`config.mk`:
```
export PLATFORM = sky130hd
export DESIGN_NAME = zorro2_autoconfig_master
export DESIGN_NICKNAME = d
export VERILOG_FILES = /design/src/rtl/zorro2_autoconfig_master.sv
export SDC_FILE = /design/constraint.sdc
export NUM_CORES = 1
export LEC_CHECK = 0
export ABC_CLOCK_PERIOD_IN_PS = 4660
export CAP_MARGIN = 20
export CORE_MARGIN = 2
export CORE_UTILIZATION = 53
export DETAILED_ROUTE_END_ITERATION = 7
export HOLD_SLACK_MARGIN = 0.02
export MAX_ROUTING_LAYER = met4
export PLACE_DENSITY_LB_ADDON = 0.1
export SYNTH_ARGS = -nofsm -noshare
export SYNTH_HDL_FRONTEND = slang
export SYNTH_SLANG_ARGS = --single-unit
```
`constraint.sdc`:
```
create_clock -name CLK -period 4.66 [get_ports CLK]
set_clock_uncertainty 0.1 [all_clocks]
set_input_delay 0.699 -clock CLK [delete_from_list [all_inputs] [get_ports CLK]]
set_output_delay 0.699 -clock CLK [all_outputs]
set_load 0.01 [all_outputs]
```
`src/rtl/zorro2_autoconfig_master.sv`:
```
// -----------------------------------------------------------------------------
// zorro2_autoconfig_master
//
// Host-side Zorro II AutoConfig initiator. After START it walks the config
// chain at $E80000. For each board it reads the type nibble and, for memory
// boards, the size nibble. It then places the board in the lowest free,
// naturally aligned 1MB slot of the $200000-$9FFFFF pool by writing register
// $24, or it shuts the board up by writing register $26.
//
// Ports
//   CLK        bus clock; all state changes on posedge
//   RESETn     asynchronous active-low reset
//   START      one-cycle pulse, accepted only in IDLE or DONE
//   RESERVED   1MB blocks $2..$9 already taken (bit0 = $2), latched on START
//   DTACKn     bus acknowledge, active-low
//   DBUS_IN    D[15:12] read from the bus
//   ASn/UDSn/LDSn  address/data strobes, active-low (LDSn is never asserted)
//   RWn        1 = read
//   ADDR       A[23:1]
//   DBUS_OUT   write nibble for D[15:12]
//   DBUS_OE    drive DBUS_OUT onto the bus
//   CFGOUTn    config chain enable to the first slot, active-low
//   BUSY       enumeration in progress
//   DONE       enumeration finished, held until the next START
//   FREE_MAP   allocated-block map (RESERVED OR all grants)
//   OFFERS     number of completed config writes, saturating at MAX_OFFERS
//   STATE_DBG  current enumeration state encoding
//
// Bus handshake: a cycle puts ADDR/RWn/DBUS_OE up for one clock (T0), then
// drops ASn/UDSn and holds them until DTACKn is sampled low. The strobes stay
// low one more clock, at the end of which read data is captured, and are then
// released. DBUS_OE follows one clock later, and one idle clock separates
// this cycle from the next. If DTACKn stays high for TIMEOUT clocks with the
// strobes low, the cycle ends the same way and is flagged as not acknowledged.
// -----------------------------------------------------------------------------
module zorro2_autoconfig_master #(
    parameter int TIMEOUT    = 16,
    parameter int MAX_OFFERS = 16
) (
    input  logic        CLK,
    input  logic        RESETn,
    input  logic        START,
    input  logic [7:0]  RESERVED,
    input  logic        DTACKn,
    input  logic [3:0]  DBUS_IN,
    output logic        ASn,
    output logic        UDSn,
    output logic        LDSn,
    output logic        RWn,
    output logic [22:0] ADDR,
    output logic [3:0]  DBUS_OUT,
    output logic        DBUS_OE,
    output logic        CFGOUTn,
    output logic        BUSY,
    output logic        DONE,
    output logic [7:0]  FREE_MAP,
    output logic [4:0]  OFFERS,
    output logic [2:0]  STATE_DBG
);

    localparam int CW = (TIMEOUT > 1) ? $clog2(TIMEOUT) : 1;

    typedef enum logic [2:0] {
        ST_IDLE    = 3'd0,
        ST_RD_TYPE = 3'd1,
        ST_RD_SIZE = 3'd2,
        ST_DECIDE  = 3'd3,
        ST_WR_BASE = 3'd4,
        ST_WR_SHUT = 3'd5,
        ST_DONE    = 3'd6
    } state_t;

    // Sub-phases of a single bus cycle.
    typedef enum logic [2:0] {
        PH_T0   = 3'd0,  // address and direction set up, strobes high
        PH_WAIT = 3'd1,  // strobes low, waiting for DTACKn
        PH_DATA = 3'd2,  // ack seen; strobes still low, data captured at end
        PH_REL  = 3'd3,  // strobes released, data bus still driven on writes
        PH_GAP  = 3'd4   // idle clock between cycles
    } phase_t;

    state_t        state_q, state_d;
    phase_t        phase_q, phase_d;
    logic [CW-1:0] cnt_q, cnt_d;
    logic          noack_q, noack_d;
    logic [3:0]    rdata_q, rdata_d;
    logic [7:0]    free_map_q, free_map_d;
    logic [4:0]    offers_q, offers_d;
    logic [2:0]    offset_q, offset_d;
    logic [7:0]    mask_q, mask_d;

    logic          bus_state;
    logic          is_wr;
    logic          strobe;
    logic          cycle_end;
    logic [4:0]    offers_inc;

    // Placement search
    logic [3:0]    blk_n;
    logic          size_ok;
    logic [15:0]   run_mask;
    logic [15:0]   cand;
    logic          fit_found;
    logic [2:0]    fit_off;
    logic [7:0]    fit_mask;

    // -------------------------------------------------------------------------
    // Lowest naturally aligned run of blk_n free blocks. The scan goes from
    // the top offset down, so the last hit written is the lowest candidate.
    // blk_n is always a power of two, so alignment is a simple mask test.
    // -------------------------------------------------------------------------
    always_comb begin
        blk_n   = 4'd0;
        size_ok = 1'b1;
        case (rdata_q[2:0])
            3'b000:  blk_n = 4'd8;
            3'b111:  blk_n = 4'd4;
            3'b110:  blk_n = 4'd2;
            3'b101:  blk_n = 4'd1;
            default: size_ok = 1'b0;   // sub-1MB boards are not placed
        endcase
        run_mask  = (16'd1 << blk_n) - 16'd1;
        cand      = 16'd0;
        fit_found = 1'b0;
        fit_off   = 3'd0;
        fit_mask  = 8'd0;
        for (int off = 7; off >= 0; off--) begin
            cand = run_mask << off;
            if (size_ok && (cand[15:8] == 8'd0) &&
                ((cand[7:0] & free_map_q) == 8'd0) &&
                ((3'(off) & 3'(blk_n - 4'd1)) == 3'd0)) begin
                fit_found = 1'b1;
                fit_off   = 3'(off);
                fit_mask  = cand[7:0];
            end
        end
    end

    // -------------------------------------------------------------------------
    // Next-state logic: bus-cycle sequencer plus enumeration FSM
    // -------------------------------------------------------------------------
    always_comb begin
        state_d    = state_q;
        phase_d    = phase_q;
        cnt_d      = cnt_q;
        noack_d    = noack_q;
        rdata_d    = rdata_q;
        free_map_d = free_map_q;
        offers_d   = offers_q;
        offset_d   = offset_q;
        mask_d     = mask_q;
        cycle_end  = 1'b0;

        bus_state  = (state_q == ST_RD_TYPE) || (state_q == ST_RD_SIZE) ||
                     (state_q == ST_WR_BASE) || (state_q == ST_WR_SHUT);
        offers_inc = (offers_q == 5'(MAX_OFFERS)) ? offers_q : offers_q + 5'd1;

        if (bus_state) begin
            case (phase_q)
                PH_T0: begin
                    phase_d = PH_WAIT;
                    cnt_d   = '0;
                    noack_d = 1'b0;
                end
                PH_WAIT: begin
                    if (!DTACKn) begin
                        phase_d = PH_DATA;
                    end else if (cnt_q == CW'(TIMEOUT - 1)) begin
                        phase_d = PH_REL;
                        noack_d = 1'b1;
                    end else begin
                        cnt_d = cnt_q + CW'(1);
                    end
                end
                PH_DATA: begin
                    phase_d = PH_REL;
                    rdata_d = DBUS_IN;
                end
                PH_REL: phase_d = PH_GAP;
                PH_GAP: begin
                    phase_d   = PH_T0;
                    cycle_end = 1'b1;
                end
                default: phase_d = PH_T0;
            endcase
        end

        case (state_q)
            ST_IDLE, ST_DONE: begin
                if (START) begin
                    free_map_d = RESERVED;
                    offers_d   = 5'd0;
                    phase_d    = PH_T0;
                    state_d    = ST_RD_TYPE;
                end
            end
            ST_RD_TYPE: begin
                if (cycle_end) begin
                    if (noack_q) begin
                        state_d = ST_DONE;
                    end else if ((rdata_q[3:2] != 2'b11) || !rdata_q[1]) begin
                        state_d = ST_WR_SHUT;  // not Zorro II, or not memory
                    end else begin
                        state_d = ST_RD_SIZE;
                    end
                end
            end
            ST_RD_SIZE: begin
                if (cycle_end) begin
                    state_d = noack_q ? ST_DONE : ST_DECIDE;
                end
            end
            ST_DECIDE: begin
                offset_d = fit_off;
                mask_d   = fit_mask;
                state_d  = fit_found ? ST_WR_BASE : ST_WR_SHUT;
            end
            ST_WR_BASE, ST_WR_SHUT: begin
                if (cycle_end) begin
                    if (noack_q) begin
                        // An unacknowledged write grants nothing.
                        state_d = ST_DONE;
                    end else begin
                        if (state_q == ST_WR_BASE) begin
                            free_map_d = free_map_q | mask_q;
                        end
                        offers_d = offers_inc;
                        state_d  = (offers_inc == 5'(MAX_OFFERS)) ? ST_DONE
                                                                  : ST_RD_TYPE;
                    end
                end
            end
            default: state_d = ST_IDLE;
        endcase
    end

    // -------------------------------------------------------------------------
    // State registers
    // -------------------------------------------------------------------------
    always_ff @(posedge CLK or negedge RESETn) begin
        if (!RESETn) begin
            state_q    <= ST_IDLE;
            phase_q    <= PH_T0;
            cnt_q      <= '0;
            noack_q    <= 1'b0;
            rdata_q    <= 4'd0;
            free_map_q <= 8'd0;
            offers_q   <= 5'd0;
            offset_q   <= 3'd0;
            mask_q     <= 8'd0;
        end else begin
            state_q    <= state_d;
            phase_q    <= phase_d;
            cnt_q      <= cnt_d;
            noack_q    <= noack_d;
            rdata_q    <= rdata_d;
            free_map_q <= free_map_d;
            offers_q   <= offers_d;
            offset_q   <= offset_d;
            mask_q     <= mask_d;
        end
    end

    // -------------------------------------------------------------------------
    // Outputs are decoded straight from the registers so that an asynchronous
    // reset releases the strobes immediately.
    // -------------------------------------------------------------------------
    always_comb begin
        is_wr  = (state_q == ST_WR_BASE) || (state_q == ST_WR_SHUT);
        strobe = bus_state && ((phase_q == PH_WAIT) || (phase_q == PH_DATA));

        ASn      = ~strobe;
        UDSn     = ~strobe;
        LDSn     = 1'b1;
        RWn      = ~(is_wr && (phase_q != PH_GAP));
        DBUS_OE  = is_wr && (phase_q != PH_GAP);
        DBUS_OUT = (state_q == ST_WR_BASE) ? ({1'b0, offset_q} + 4'd2) : 4'd0;

        case (state_q)
            ST_RD_TYPE: ADDR = {8'hE8, 7'd0, 8'h00};
            ST_RD_SIZE: ADDR = {8'hE8, 7'd0, 8'h01};
            ST_WR_BASE: ADDR = {8'hE8, 7'd0, 8'h24};
            ST_WR_SHUT: ADDR = {8'hE8, 7'd0, 8'h26};
            default:    ADDR = 23'd0;
        endcase

        BUSY      = (state_q != ST_IDLE) && (state_q != ST_DONE);
        DONE      = (state_q == ST_DONE);
        CFGOUTn   = ~BUSY;
        FREE_MAP  = free_map_q;
        OFFERS    = offers_q;
        STATE_DBG = state_q;
    end

endmodule

```
==> results of run 1 <==
-- worst min-delay path: cells and delay by family (launching register included) --
| kind | cells | cell delay [ps] |
|---|---|---|
| flip-flops | 1 | 350 |
| AO/OA/AOI/OAI | 1 | 50 |
| AND/OR/NAND/NOR | 1 | 50 |
-- worst paths after layout --
path | end | cells past startpoint | slack, ps | start
worst min register to register | mask_q[0]$_DFFE_PN0N_ | 2 | 390 | mask_q[0]$_DFFE_PN0N_
max in group asynchronous | OFFERS[2]$_DFFE_PN0P_ | 1 | 3470 | RESETn
min in group asynchronous | cnt_q[0]$_DFFE_PN0P_ | 1 | 420 | RESETn
worst max-delay path | STATE_DBG[0]$_DFFE_PN0P_ | 11 | 530 | rdata_q[0]$_DFFE_PN0P_
worst min-delay path | mask_q[0]$_DFFE_PN0N_ | 2 | 390 | mask_q[0]$_DFFE_PN0N_
worst max register to register | STATE_DBG[0]$_DFFE_PN0P_ | 11 | 530 | rdata_q[0]$_DFFE_PN0P_
-- through the flow --
step	setup WS, ps	std cells	hold WS (ps)	area (µm²)
finish	529	542	386	4020
global route	326	542	408	4020
CTS	611	542	388	4020
detailed placement	652	534	369	3910
global placement	634	534	370	3910
floorplan	528	442	303	3550
-- layout by cell type (no fill, tap or decap), types with 4 or more instances in the layout --
cell / count
clkdlybuf4s50_1: 49
nand2_1: 41
dfrtp_1: 39
nor2_1: 32
a21oi_1: 29
o21ai_0: 29
inv_1: 17
conb_1: 16
nor3_1: 15
nand3_1: 13
buf_4: 12
ha_1: 10
and3_1: 9
o31ai_1: 9
a31oi_1: 9
nand2b_1: 8
nor2b_1: 8
and2_1: 6
o211ai_1: 5
a22oi_1: 5
clkbuf_8: 5
or3_1: 4
o21ai_1: 4
nand4_1: 4
mux2_2: 4
-- logic make-up (layout without fill, tap and decap cells) --
family	after synthesis	in the layout
adders and majority gates	10	10
AOI/OAI and AO/OA	138	138
xor gates and xnor gates	7	7
buffers and inverters	65	88
muxes	6	6
and+or+nand+nor	161	161
other	2	16
DFF	39	39
-- report_power, final --
| part | switching, mW | internal [mW] | leakage [nW] |
|---|---|---|---|
| Clock | 0.129 | 0.160 | 0.0581 |
| Combinational | 1.26 | 0.867 | 1.14 |
| Sequential | 0.243 | 0.484 | 0.497 |
| Total | 1.63 | 1.51 | 1.70 |
-- layout make-up --
type	instances	area, µm²
clock buffer	5	68.8
clock inverter	3	43.8
fill	585	2360
inverter	18	67.6
multi-input combinational	338	2180
sequential	39	976
tap	77	96.3
timing repair buffer	62	586
-- state kept, by name, summed over array words and instances (netlist names) --
register   cells
noack_q        1
offset_q       3
OFFERS         5
phase_q        3
FREE_MAP       8
rdata_q        4
mask_q         8
STATE_DBG      3
cnt_q          4
-- per-layer routing --
| metal | track usage (%) | routed length (µm) | part of all wire [%] |
|---|---|---|---|
| met2 | 42.8 | 4390 | 46 |
| met5 | - | 0 | 0 |
| met4 | 14.6 | 363 | 3.8 |
| met1 | 34.7 | 4220 | 44 |
| met3 | 2.14 | 566 | 5.9 |
==> impl_metrics.py, run 1 <==
metrics = {
    "outcome": {
        "status": "finished, final reports clean",
    },
    "worst_setup_path": {
        "worst_ep_required_time_ps": 4780,
        "slowest_stage": "or3_1",
        "end_kind": "flop",
        "crit_arrival_ps": 4250,
        "crit_type": "flop to flop",
        "max_stage_delay_ps": 570,
        "crit_chain": "buf_4 > or3_1 > nand3_1 > ha_1 > a21boi_0 > a41oi_1 > o21ai_2 > a221o_1 > nand2_1 > or4_1 > a31oi_1",
        "crit_fanout": 12,
        "start_kind": "flop",
        "worstPathBufferInverterCount": 1,
        "critPathTopFamily": "simple AND/OR/NAND/NOR gates",
    },
    "global_route": {
        "grt-ovfl-total": 0,
        "grt_pass1_wl_mm": 15.5,
        "first_global_vias": 3093,
        "grt_start_max_net_pins": 40,
        "antenna_found_initial": 0,
        "grt_usage_pct": 27.2,
    },
    "clock_tree": {
        "path_clk_slew_ps": 80,
        "worstSkewPairLatency_ps": 300,
        "cts_resized": 0,
        "max-clock-path-buffers": 2,
        "htreeDepth": 2,
        "cts_sinks": 39,
        "root_buffer": "clkbuf_8",
        "post_cts_buffers": 0,
        "ctsHoldBuffers": 0,
        "cts_buffers": 5,
        "cts_tree": "done",
    },
    "synth": {
        "ys_types": 79,
        "async_flop_share_pct": 100,
        "muxShareOfSynthArea_pct": 1.86,
        "ys_seq_area_share_pct": 27.9,
        "synth_compound_gate_area_share_pct": 28.3,
        "synthTopCellsByCount": "nand2_1 (41), dfrtp_1 (39), nor2_1 (32)",
        "synth_xor_xnor_area_share_pct": 2.29,
        "synth-seq-cells": 39,
        "synthAdderAreaFrac_pct": 3.57,
        "synth_area_um2": 3500,
        "avgSynthCellArea_um2": 8.18,
        "synth_top_family_by_area": "compound AO/OA/AOI/OAI gates",
        "synth_top_area_cell": "dfrtp_1",
        "ys_top_cells_by_area": "dfrtp_1 (28%), buf_4 (5.1%), nand2_1 (4.4%)",
        "synthCells": 428,
        "synth_edf_count": 0,
        "synth_top_area_share_pct": 27.9,
        "yosys_most_used_dff": "dfrtp_1",
        "yosys_warnings": 0,
        "synth_simple_gate_area_share_pct": 24.6,
        "yosysMostFrequentCell": "nand2_1",
    },
    "power_and_ir_drop": {
        "p_total_mw": 3.14,
        "p_leak_nw": 1.70,
        "power_per_cell_area_nw_per_um2": 782,
        "ir_drop_uv": 546,
    },
    "final_layout": {
        "area_growth_pct": 14.9,
        "drive_above_1_share_pct": 10.3,
        "diodes": 0,
        "utilization_pct": 63.0,
        "layout.nets": 490,
    },
    "timing": {
        "maxSlewHeadroom_pct": 40.1,
        "totalNegativeSetupSlack_ps": 0,
        "hold_violations": 0,
        "setup-violations-final": 0,
        "worstMarginPinSlew_ps": 898,
        "finalCriticalPeriod_ps": 4130,
        "drv_slew": 0,
        "fmax_mhz": 242,
        "period_share_pct": 88.6,
        "rsz0062_at_grt": "false",
    },
    "place": {
        "port_buffers": 50,
        "gp_congestion": 0.972,
        "dp_hpwl_mm": 7.17,
    },
    "detailed_routing": {
        "ant_nets": 0,
        "avgRoutedWirePerCell_um": 17.6,
        "drc": 0,
        "drt_iter0_markers": 169,
        "num_vias": 3317,
        "drt_pass1_iterations": 4,
        "post_drt_via_cell_ratio": 6.12,
        "routed_wl_mm": 9.55,
    },
    "die": {
        "pin_count": 67,
        "coreArea_um2": 6390,
        "initial_utilization_pct": 54.8,
        "die_h_um": 85.3,
        "die_x_um": 85.3,
        "row_count": 29,
        "die_area_um2": 7270,
    },
    "worst_hold_path": {
        "holdCritPathClass": "flop to flop",
    },
    "flow_run": {
        "max_cap_viol_count": 0,
    },
}
Note: power is estimated with default switching activity, not from simulation.
==> run 2: changes to the inputs <==
--- a/config.mk
+++ b/config.mk
@@ -10,6 +10,7 @@
 export CORE_MARGIN = 2
 export CORE_UTILIZATION = 53
 export DETAILED_ROUTE_END_ITERATION = 7
+export GPL_TIMING_DRIVEN = 0
 export HOLD_SLACK_MARGIN = 0.02
 export MAX_ROUTING_LAYER = met4
 export PLACE_DENSITY_LB_ADDON = 0.1
==> impl_metrics.py, run 2 (synthesized netlist as in run 1, its figures left out) <==
metrics = {
    "outcome": {
        "status": "finished, final reports clean",
    },
    "clock_tree": {
        "path_clk_slew_ps": 80,
        "max-clock-path-buffers": 2,
        "cts_tree": "done",
        "cts_buffers": 5,
        "cts_sinks": 39,
        "htreeDepth": 2,
        "root_buffer": "clkbuf_8",
        "worstSkewPairLatency_ps": 310,
    },
    "power_and_ir_drop": {
        "intPower_mw": 1.72,
        "ir_drop_uv": 460,
        "pwr-share-seq_pct": 18.9,
        "power_per_cell_area_nw_per_um2": 784,
        "swShare_pct": 49.8,
        "switchingPower_mw": 1.70,
        "p_leak_nw": 1.87,
        "p_total_mw": 3.43,
        "p_clk_share_pct": 8.9,
        "p_comb_share_pct": 72.2,
    },
    "global_route": {
        "first_global_vias": 3127,
        "grt_start_max_net_pins": 40,
        "grt-ovfl-total": 0,
        "antenna_found_initial": 0,
        "grt_pass1_wl_mm": 15.1,
        "grt_usage_pct": 26.4,
    },
    "detailed_routing": {
        "maxUsedRoutingLayer": "met4",
        "drc": 0,
        "drt_iter0_markers": 290,
        "num_vias": 3584,
        "post_drt_via_cell_ratio": 6.12,
        "avgRoutedWirePerCell_um": 16.3,
        "met2_length_mm": 4.51,
        "routed_wl_mm": 9.55,
        "wl_met1_mm": 4.01,
        "wl_met3_um": 746,
        "drt_pass1_iterations": 5,
        "ant_nets": 0,
    },
    "final_layout": {
        "final_area_um2": 4370,
        "layout_common_cells": "clkdlybuf4s50_1 (49), nand2_1 (41), dfrtp_1 (39)",
        "multiInputGateArea_um2": 2210,
        "layout_commonest_cell": "clkdlybuf4s50_1",
        "layout.nets": 534,
        "regArea_um2": 976,
        "final.fill_count": 560,
        "drive_above_1_share_pct": 17.3,
        "diodes": 0,
        "area_growth_pct": 24.8,
    },
    "die": {
        "row_count": 29,
        "coreArea_um2": 6390,
        "die_x_um": 85.3,
        "die_area_um2": 7270,
        "pin_count": 67,
        "die_h_um": 85.3,
        "initial_utilization_pct": 54.8,
    },
    "place": {
        "gp_congestion": 0.940,
        "dp_hpwl_mm": 6.99,
        "port_buffers": 50,
        "placed_area_um2": 4150,
    },
    "timing": {
        "setup-violations-final": 0,
        "fmax_mhz": 224,
        "period_share_pct": 95.9,
        "worstMarginPinSlew_ps": 879,
        "drv_slew": 0,
        "hold_violations": 0,
        "maxSlewHeadroom_pct": 41.4,
        "finalCriticalPeriod_ps": 4470,
        "rsz0062_at_grt": "false",
    },
    "worst_setup_path": {
        "end_kind": "flop",
        "worst_ep_required_time_ps": 4750,
        "crit_type": "flop to flop",
        "start_kind": "flop",
        "crit_arrival_ps": 4560,
        "crit_fanout": 10,
    },
    "flow_run": {
        "max_cap_viol_count": 0,
    },
    "worst_hold_path": {
        "holdCritPathClass": "primary input to asynchronous set/reset pin",
    },
}
run 2: cell types whose count changed in the layout (fill, tap and decap cells not counted), moves of 2 or more:
cell        before  now
buf_6            0    7
inv_1           17   14
clkinvlp_4       0    2
buf_4           12   33
clkbuf_1         0   10
buf_2            1    7
run 2: critical path, cell delays in order, from the launching register on:
cell and delay [ps]:
dfrtp_1 430, buf_6 160, buf_2 180, nand2_1 70, or2_2 140, ha_1 140, buf_2 240, clkinvlp_4 200
nor3_4 280, inv_2 130, ha_4 350, clkinvlp_4 190, a211o_1 350, or4b_1 510, clkbuf_1 200, nand3_1 160
o221ai_1 130, a41oi_1 290, o31ai_1 100
run 2: power groups by stage:
stage	Clock [mW]	Combinational, mW	Sequential (mW)
2_1_floorplan	0	1.57	0.630
3_3_place_gp	0	2.22	0.646
3_5_place_dp	0	2.25	0.648
4_1_cts	0.307	2.28	0.644
5_1_grt	0.320	2.67	0.668
6_report	0.305	2.47	0.648
run 2: path summary, 6_finish.rpt:
check	startpoint	endpoint	slack, ps	depth (start not counted)
worst max-delay path	rdata_q[1]$_DFFE_PN0P_	mask_q[6]$_DFFE_PN0N_	190	18
worst min-delay path	RESETn	cnt_q[3]$_DFFE_PN0P_	400	1
worst max register to register	rdata_q[1]$_DFFE_PN0P_	mask_q[6]$_DFFE_PN0N_	190	18
worst min register to register	offset_q[0]$_DFFE_PN0N_	offset_q[0]$_DFFE_PN0N_	400	2
max in group asynchronous	RESETn	mask_q[2]$_DFFE_PN0N_	3500	1
min in group CLK	offset_q[0]$_DFFE_PN0N_	offset_q[0]$_DFFE_PN0N_	400	2
run 2: routing by layer:
layer | vias up | track usage (%)
met4 | 0 | 11.5
met5 | - | -
li1 | 1696 | -
met1 | 1676 | 32.8
met2 | 185 | 43.3
met3 | 27 | 3.21
run 2: through the flow:
| step | setup slack [ps] | std cells | TNS (ps) | hold WS (ps) | utilization, % |
|---|---|---|---|---|---|
| 3_3_place_gp | -396 | 569 | -3020 | 372 | 65.0 |
| 2_1_floorplan | 528 | 442 | 0 | 303 | - |
| 4_1_cts | 49.6 | 577 | 0 | 397 | 67.0 |
| 5_1_grt | 34.1 | 586 | 0 | 426 | 68.4 |
| 6_report | 191 | 586 | 0 | 396 | 68.4 |
| 3_5_place_dp | -408 | 569 | -3000 | 376 | 64.9 |
run 2: cell type report:
type | instances | area share [%]
repair buffers | 59 | 12.9
multi-input cells | 338 | 50.7
inverters | 18 | 1.72
well taps | 77 | 2.21
clock buffers | 6 | 1.89
clock inverters | 2 | 0.802
plain buffers | 47 | 7.48
flip-flops and latches | 39 | 22.3
run 2: timing repair:
action | CTS | global route
endpoints found under the hold margin | 0 | 0
setup endpoints to repair | 10 | 9
gates resized for setup | 3 | 7
hold buffers | 0 | 0
pin swaps | 0 | 1
buffers inserted | 0 | 9
